===== src/rtl/dig_in_cond_if.sv =====
// Purpose: pin-side bundle of the digital input conditioner (raw pins, event clear, conditioned outputs).
// Ports:   master = pin/consumer side (drives iDIn, iClr; observes conditioned outputs);
//          slave  = conditioner side (samples iDIn, iClr; drives oDOut, oRise, oFall, oEvt).
interface dig_in_cond_if #(
   parameter int WIDTH = 8
);
   logic [WIDTH-1:0] iDIn;   // raw asynchronous pins
   logic [WIDTH-1:0] iClr;   // per-bit level clear for oEvt
   logic [WIDTH-1:0] oDOut;  // debounced stable value
   logic [WIDTH-1:0] oRise;  // 1-cycle pulse on accepted 0->1
   logic [WIDTH-1:0] oFall;  // 1-cycle pulse on accepted 1->0
   logic [WIDTH-1:0] oEvt;   // sticky per-bit changed flag

   modport master (
      output iDIn, iClr,
      input  oDOut, oRise, oFall, oEvt
   );

   modport slave (
      input  iDIn, iClr,
      output oDOut, oRise, oFall, oEvt
   );
endinterface


===== src/rtl/dig_in_cond.sv =====
// Purpose: synchronise, debounce and edge-detect WIDTH raw pins; feeds DigInPort.iDIn.
// Latency: SYNC_STAGES + DEBOUNCE_CYCLES edges from first sampling edge to oDOut; no backpressure (free-running).
// Ports:   iCLK clock, iRST sync active-high reset, bus (slave): iDIn/iClr in, oDOut/oRise/oFall/oEvt out.
module dig_in_cond #(
   parameter int WIDTH           = 8,
   parameter int SYNC_STAGES     = 2,
   parameter int DEBOUNCE_CYCLES = 4
) (
   input  logic          iCLK,
   input  logic          iRST,
   dig_in_cond_if.slave  bus
);

   localparam int CW = (DEBOUNCE_CYCLES > 1) ? $clog2(DEBOUNCE_CYCLES) : 1;
   localparam logic [CW-1:0] CNT_MAX = CW'(DEBOUNCE_CYCLES - 1);

   logic [SYNC_STAGES-1:0][WIDTH-1:0] sync_q, sync_d;
   logic [WIDTH-1:0][CW-1:0]          cnt_q, cnt_d;
   logic [WIDTH-1:0]                  dout_q, dout_d;
   logic [WIDTH-1:0]                  rise_q, rise_d;
   logic [WIDTH-1:0]                  fall_q, fall_d;
   logic [WIDTH-1:0]                  evt_q, evt_d;
   logic [WIDTH-1:0]                  sync_last;

   assign sync_last = sync_q[SYNC_STAGES-1];

   always_comb begin
      // Plain shift chain: nothing may sit between synchroniser stages.
      sync_d[0] = bus.iDIn;
      for (int s = 1; s < SYNC_STAGES; s++) begin
         sync_d[s] = sync_q[s-1];
      end

      cnt_d  = cnt_q;
      dout_d = dout_q;
      rise_d = '0;
      fall_d = '0;
      for (int i = 0; i < WIDTH; i++) begin
         if (sync_last[i] == dout_q[i]) begin
            // Any return to the accepted value cancels the pending change.
            cnt_d[i] = '0;
         end else if (cnt_q[i] == CNT_MAX) begin
            dout_d[i] = sync_last[i];
            cnt_d[i]  = '0;
            rise_d[i] = sync_last[i];
            fall_d[i] = ~sync_last[i];
         end else begin
            cnt_d[i] = cnt_q[i] + 1'b1;
         end
      end

      // A new edge overrides a simultaneous clear so no event is lost.
      evt_d = (evt_q & ~bus.iClr) | rise_d | fall_d;
   end

   always_ff @(posedge iCLK) begin
      if (iRST) begin
         sync_q <= '0;
         cnt_q  <= '0;
         dout_q <= '0;
         rise_q <= '0;
         fall_q <= '0;
         evt_q  <= '0;
      end else begin
         sync_q <= sync_d;
         cnt_q  <= cnt_d;
         dout_q <= dout_d;
         rise_q <= rise_d;
         fall_q <= fall_d;
         evt_q  <= evt_d;
      end
   end

   assign bus.oDOut = dout_q;
   assign bus.oRise = rise_q;
   assign bus.oFall = fall_q;
   assign bus.oEvt  = evt_q;

endmodule


===== src/flat_wrapper.sv =====
// flat-port wrapper written by rule: the top's interface ports become plain ports
module dig_in_cond_flat 
#(
   parameter int WIDTH           = 8,
   parameter int SYNC_STAGES     = 2,
   parameter int DEBOUNCE_CYCLES = 4
)
  (iCLK, iRST, bus_iDIn, bus_iClr, bus_oDOut, bus_oRise, bus_oFall, bus_oEvt);
  dig_in_cond_if #(.WIDTH(WIDTH)) bus_i ();
  input  logic iCLK;
  input  logic iRST;
  input wire logic [$bits(bus_i.iDIn)-1:0] bus_iDIn;
  input wire logic [$bits(bus_i.iClr)-1:0] bus_iClr;
  output wire logic [$bits(bus_i.oDOut)-1:0] bus_oDOut;
  output wire logic [$bits(bus_i.oRise)-1:0] bus_oRise;
  output wire logic [$bits(bus_i.oFall)-1:0] bus_oFall;
  output wire logic [$bits(bus_i.oEvt)-1:0] bus_oEvt;
  assign bus_i.iDIn = bus_iDIn;
  assign bus_i.iClr = bus_iClr;
  assign bus_oDOut = bus_i.oDOut;
  assign bus_oRise = bus_i.oRise;
  assign bus_oFall = bus_i.oFall;
  assign bus_oEvt = bus_i.oEvt;
  dig_in_cond #(.WIDTH(WIDTH), .SYNC_STAGES(SYNC_STAGES), .DEBOUNCE_CYCLES(DEBOUNCE_CYCLES)) u_core (.iCLK(iCLK), .iRST(iRST), .bus(bus_i));
endmodule

===== config.mk =====
export PLATFORM = sky130hd
export DESIGN_NAME = dig_in_cond_flat
export DESIGN_NICKNAME = d
export VERILOG_FILES = /design/src/rtl/dig_in_cond_if.sv /design/src/rtl/dig_in_cond.sv /design/src/flat_wrapper.sv
export SDC_FILE = /design/constraint.sdc
export NUM_CORES = 1
export LEC_CHECK = 0
export CAP_MARGIN = 5
export CORE_AREA = 2 2 115 73
export DETAILED_ROUTE_END_ITERATION = 16
export DIE_AREA = 0 0 117 75
export HOLD_SLACK_MARGIN = 0.15
export PLACE_DENSITY_LB_ADDON = 0.3
export REMOVE_ABC_BUFFERS = 1
export SLEW_MARGIN = 25
export SYNTH_ARGS = -nofsm -noshare
export SYNTH_HDL_FRONTEND = slang
export SYNTH_SLANG_ARGS = --single-unit

===== constraint.sdc =====
create_clock -name iCLK -period 1.2 [get_ports iCLK]
set_input_delay 0.24 -clock iCLK [delete_from_list [all_inputs] [get_ports iCLK]]
set_output_delay 0.24 -clock iCLK [all_outputs]
set_load 0.05 [all_outputs]

Word level (Yosys, flattened, before mapping)
Cells that the tools add are included.
{"block": "totals", "ff_bits": 64, "inputBits": 18, "out_inout_bits": 32, "elab_cells": 113}
{"block": "classes", "add_sub_neg": 8, "eq_ne": 16, "n_mux": 32, "bitwise_logic": 20, "reduce_logical": 16}
{"operator": "1-bit 2-to-1 mux", "count": 32}
{"operator": "3-bit OR reduction", "count": 8}
{"operator": "2-bit by 1-bit adder with 2-bit output (second input constant)", "count": 8}
{"operator": "2-bit == test (second input constant)", "count": 8}
{"operator": "1-bit inverter", "count": 16}
{"operator": "8-bit bitwise OR", "count": 2}
{"operator": "2-bit AND reduction", "count": 8}
{"operator": "8-bit bitwise AND", "count": 1}
{"operator": "1-bit == test", "count": 8}
{"operator": "8-bit inverter", "count": 1}

Logic depth before layout (Yosys ltp)
{"block": "depth", "word_depth": 5, "depth_mapped": 3, "ltp_nobuf": 3}

Least setup slack after synthesis
Ideal clock, no wire load.
{"block": "synth_timing", "path_kind": "reg-to-reg", "start": "reg u_core.dout_q[7] (netlist: u_core.bus.oDOut[7])", "end": "reg u_core.cnt_q[15] (netlist name)", "setup_ns": 0.087, "arrival_time_ns": 1.093, "required_ns": 1.113, "setup_slack_ns": 0.019, "path_stages_with_launch": 3, "path_cell_list": "dfxtp_1 -> xnor2_1 -> nor4b_2"}
{"block": "synth_between", "elab_chain_len": 2}
{"item": "start: declaration", "line": "dig_in_cond.sv:19", "rtl": "logic [WIDTH-1:0] dout_q, dout_d;"}
{"item": "start signal: assignment", "line": "dig_in_cond.sv:67", "rtl": "dout_q <= dout_d;"}
{"item": "1-bit == test", "line": "dig_in_cond.sv:39", "rtl": "if (sync_last[i] == dout_q[i]) begin"}
{"item": "3-bit OR reduction (no source line)"}
{"item": "end signal: assignment", "line": "dig_in_cond.sv:66", "rtl": "cnt_q <= cnt_d;"}
{"item": "end: declaration", "line": "dig_in_cond.sv:18", "rtl": "logic [WIDTH-1:0][CW-1:0] cnt_q, cnt_d;"}
Every way passes these cells.
A chain may end at the register's enable or synchronous reset.

Worst setup path in the final report
{"block": "layout_timing", "start": "reg u_core.evt_q[1] (netlist: u_core.bus.oEvt[1])", "end": "out bus_oEvt[1]"}
{"item": "start: declaration", "line": "dig_in_cond.sv:22", "rtl": "logic [WIDTH-1:0] evt_q, evt_d;"}
{"item": "start signal: assignment", "line": "dig_in_cond.sv:70", "rtl": "evt_q <= evt_d;"}
{"item": "end: declaration", "line": "flat_wrapper.sv:17", "rtl": "output wire logic [$bits(bus_i.oEvt)-1:0] bus_oEvt;"}
No word-level cell between the ends.

==> impl_metrics.py <==
metrics = {
    "logic_synthesis": {
        "synth_top_family_by_area": "simple AND/OR/NAND/NOR gates",
        "synthTopCellsByCount": "64 x dfxtp_1, 16 x nor3b_1, 10 x nor2b_1",
        "syn_area_sq_um": 2251,
        "ys_ff_latch": 64,
        "yosysSeqAreaShare_pct": 56.92,
        "synth_mux_area_share_pct": 3.558,
        "synth-simple-area-share_pct": 24.18,
        "synthAdderAreaFrac_pct": 4.447,
        "ys.flop_type": "dfxtp_1",
        "synthMostInstantiatedCell": "dfxtp_1",
        "synth.area.top_cells": "dfxtp_1 57%, nor3b_1 5.3%, nor4b_2 5.3%, nand2b_4 4.9%, ha_1 4.4%",
        "ys_warn_count": 0,
        "synth_compound_area_share_pct": 3.446,
        "async_flop_share_pct": 0,
        "yosysUniqueCellTypes": 16,
        "syn_inst": 174,
        "synth-edff-count": 0,
        "avgSynthCellArea_sq_um": 12.94,
        "synth_xor_area_share_pct": 3.113,
        "synth_top_area_share_pct": 56.92,
        "yosys.area.top_type": "dfxtp_1",
    },
    "route": {
        "via_per_inst": 4.076,
        "antenna_left": 0,
        "drc": 0,
        "drt-total-wl_microns": 3776,
        "detailroute.via_count": 1398,
        "drt_iter0_markers": 57,
        "routedWlPerCell_microns": 11.01,
        "first_pass_iters": 2,
    },
    "sta": {
        "fin_skew_ps": 4.855,
        "timing.fmax_mhz": 894.3,
        "setup_tns_ps": 0,
        "relSlewSlack_pct": 74.42,
        "setup_viol": 0,
        "fin_ws_ps": 81.84,
        "post-route-period-util_pct": 93.18,
        "rsz0062_at_grt": "no",
        "worst_pin_slew_ps": 381.0,
        "maxSlewViolCount": 0,
        "hold_viol_final": 0,
        "fin_crit_ps": 1118,
    },
    "placement": {
        "hpwl_microns": 2633,
        "gp_congestion": 0.6679,
        "place_ws_ps": 139.8,
        "portBuffers": 49,
    },
    "setup_path": {
        "crit_fanout": 2,
        "critPathTopFamily": "flip-flops",
        "slowest_delay_ps": 400,
        "worst-path-buf-inv": 1,
        "worstSetupStartpointType": "flip-flop",
        "ff2ff_setup_slack_ps": 130,
        "arrival_ps": 880,
        "crit_required_ps": 960,
        "path_cells": "buf_12",
        "path_class": "flip-flop to output port",
        "crit_path_end_kind": "output port",
        "cp_slowest_cell": "dfxtp_1",
    },
    "die": {
        "die_w_microns": 117,
        "coreArea_sq_um": 7664,
        "ios": 50,
        "num_rows": 25,
        "dieArea_sq_um": 8775,
        "initial_core_util_pct": 29.37,
        "die_h_microns": 75,
    },
    "clock_network": {
        "clock_path_buffers": 2,
        "clkTransAtPathRegs_ps": 60,
        "clk_latency_ps": 320,
        "cts_root_buf": "clkbuf_16",
        "numCtsBuffers": 9,
        "cts_htree_levels": 3,
        "tritoncts": "done",
        "post-cts-setup-buffers": 0,
        "cts_hold_buf": 0,
        "cts.sinks": 64,
    },
    "grt": {
        "antenna_found_initial": 0,
        "grt_pass1_vias": 1353,
        "grt_usage_pct": 9.497,
        "grt_pass1_wl_microns": 6196,
        "overflow": 0,
        "grt_max_degree": 36,
    },
    "worst_hold_path": {
        "hp-class": "primary input to flip-flop",
    },
    "final_layout": {
        "nNetsFinal": 256,
        "drive_above_1_share_pct": 32.77,
        "antenna_cells": 0,
        "area_growth_pct": 55.20,
    },
    "power_and_ir_drop": {
        "power.density_nw_per_um2": 1468,
        "peakVddDrop_mv": 0.6705,
        "power_leakage_nw": 1.277,
    },
    "run": {
        "cap_violations": 0,
    },
    "outcome": {
        "status": "finished, final reports clean",
    },
}
-- sequential cells by signal, summed over array words and instances (netlist names) --
register / cells
u_core.bus.oFall: 8
u_core.sync_d: 8
u_core.sync_last: 8
u_core.cnt_q: 16
u_core.bus.oDOut: 8
u_core.bus.oEvt: 8
u_core.bus.oRise: 8
-- area by class of cell --
type                       count  area [sq um]
fill                         711          4170
multi-input combinational     96         872.1
timing repair buffer          51         833.3
inverter                       8         30.03
sequential                    64          1291
clock inverter                 6         92.59
tap                          108         135.1
clock buffer                  10         239.0
-- metrics by stage --
step                      instances  utilization [%]  total power, mW  hold WS (ps)  cell area, sq um
after global routing            343            45.58            5.335         341.3              3493
after detailed placement        327            41.13            2.384         421.0              3152
after CTS                       343            45.49            5.219         329.4              3486
final                           343            45.58            5.128         328.6              3493
after global placement          327            41.13            2.382         413.6              3152
after floorplan                 168                -            2.278         311.4              2183
-- cell usage in the layout, fill, tap and decap left out, types with 9 or more instances in the layout --
cell type,n
nor3b_1,16
nor2b_1,10
buf_12,33
clkdlybuf4s50_1,16
dfxtp_1,56
clkbuf_16,9
-- cells by family after synthesis --
kind of cell    Yosys count
simple gates             64
fa+ha+maj                 8
mux                       8
xor+xnor                  8
flops                    64
compound gates            8
buf+inv                  14
-- worst reg2reg max path: stages (launching register included) --
cell and delay [ps]:
dfxtp_1 350, ha_1 330, mux2i_1 220, nor2_1 50
-- per-layer routing --
layer | GRT usage, % | up-vias | part of all wire (%)
li1 | - | 716 | -
met1 | 11.80 | 631 | 48
met2 | 13.36 | 44 | 41
met3 | 5.233 | 7 | 9.0
met4 | 4.706 | 0 | 1.9
met5 | 0 | - | 0
-- worst paths after layout --
check / start / to / cells after the start
max: u_core.bus.oEvt[1] / bus_oEvt[1] / 1
min: iRST / u_core.sync_d[12] / 3
max reg2reg: u_core.cnt_q[0] / u_core.bus.oDOut[0] / 3
min reg2reg: u_core.cnt_q[10] / u_core.cnt_q[10] / 1
-- repair_timing --
item,4_1_cts,5_1_grt
pin swaps,0,0
setup endpoints to repair,2,6
gates resized for setup,2,6
-- power breakdown --
| group | leakage, nW | switching [mW] | internal (mW) |
|---|---|---|---|
| clock | 0.155 | 0.913 | 1.88 |
| combinational | 0.598 | 0.0590 | 0.0996 |
| sequential | 0.524 | 0.0184 | 2.16 |
| total | 1.28 | 0.990 | 4.14 |
No activity file was read; power rests on OpenSTA's default activity.
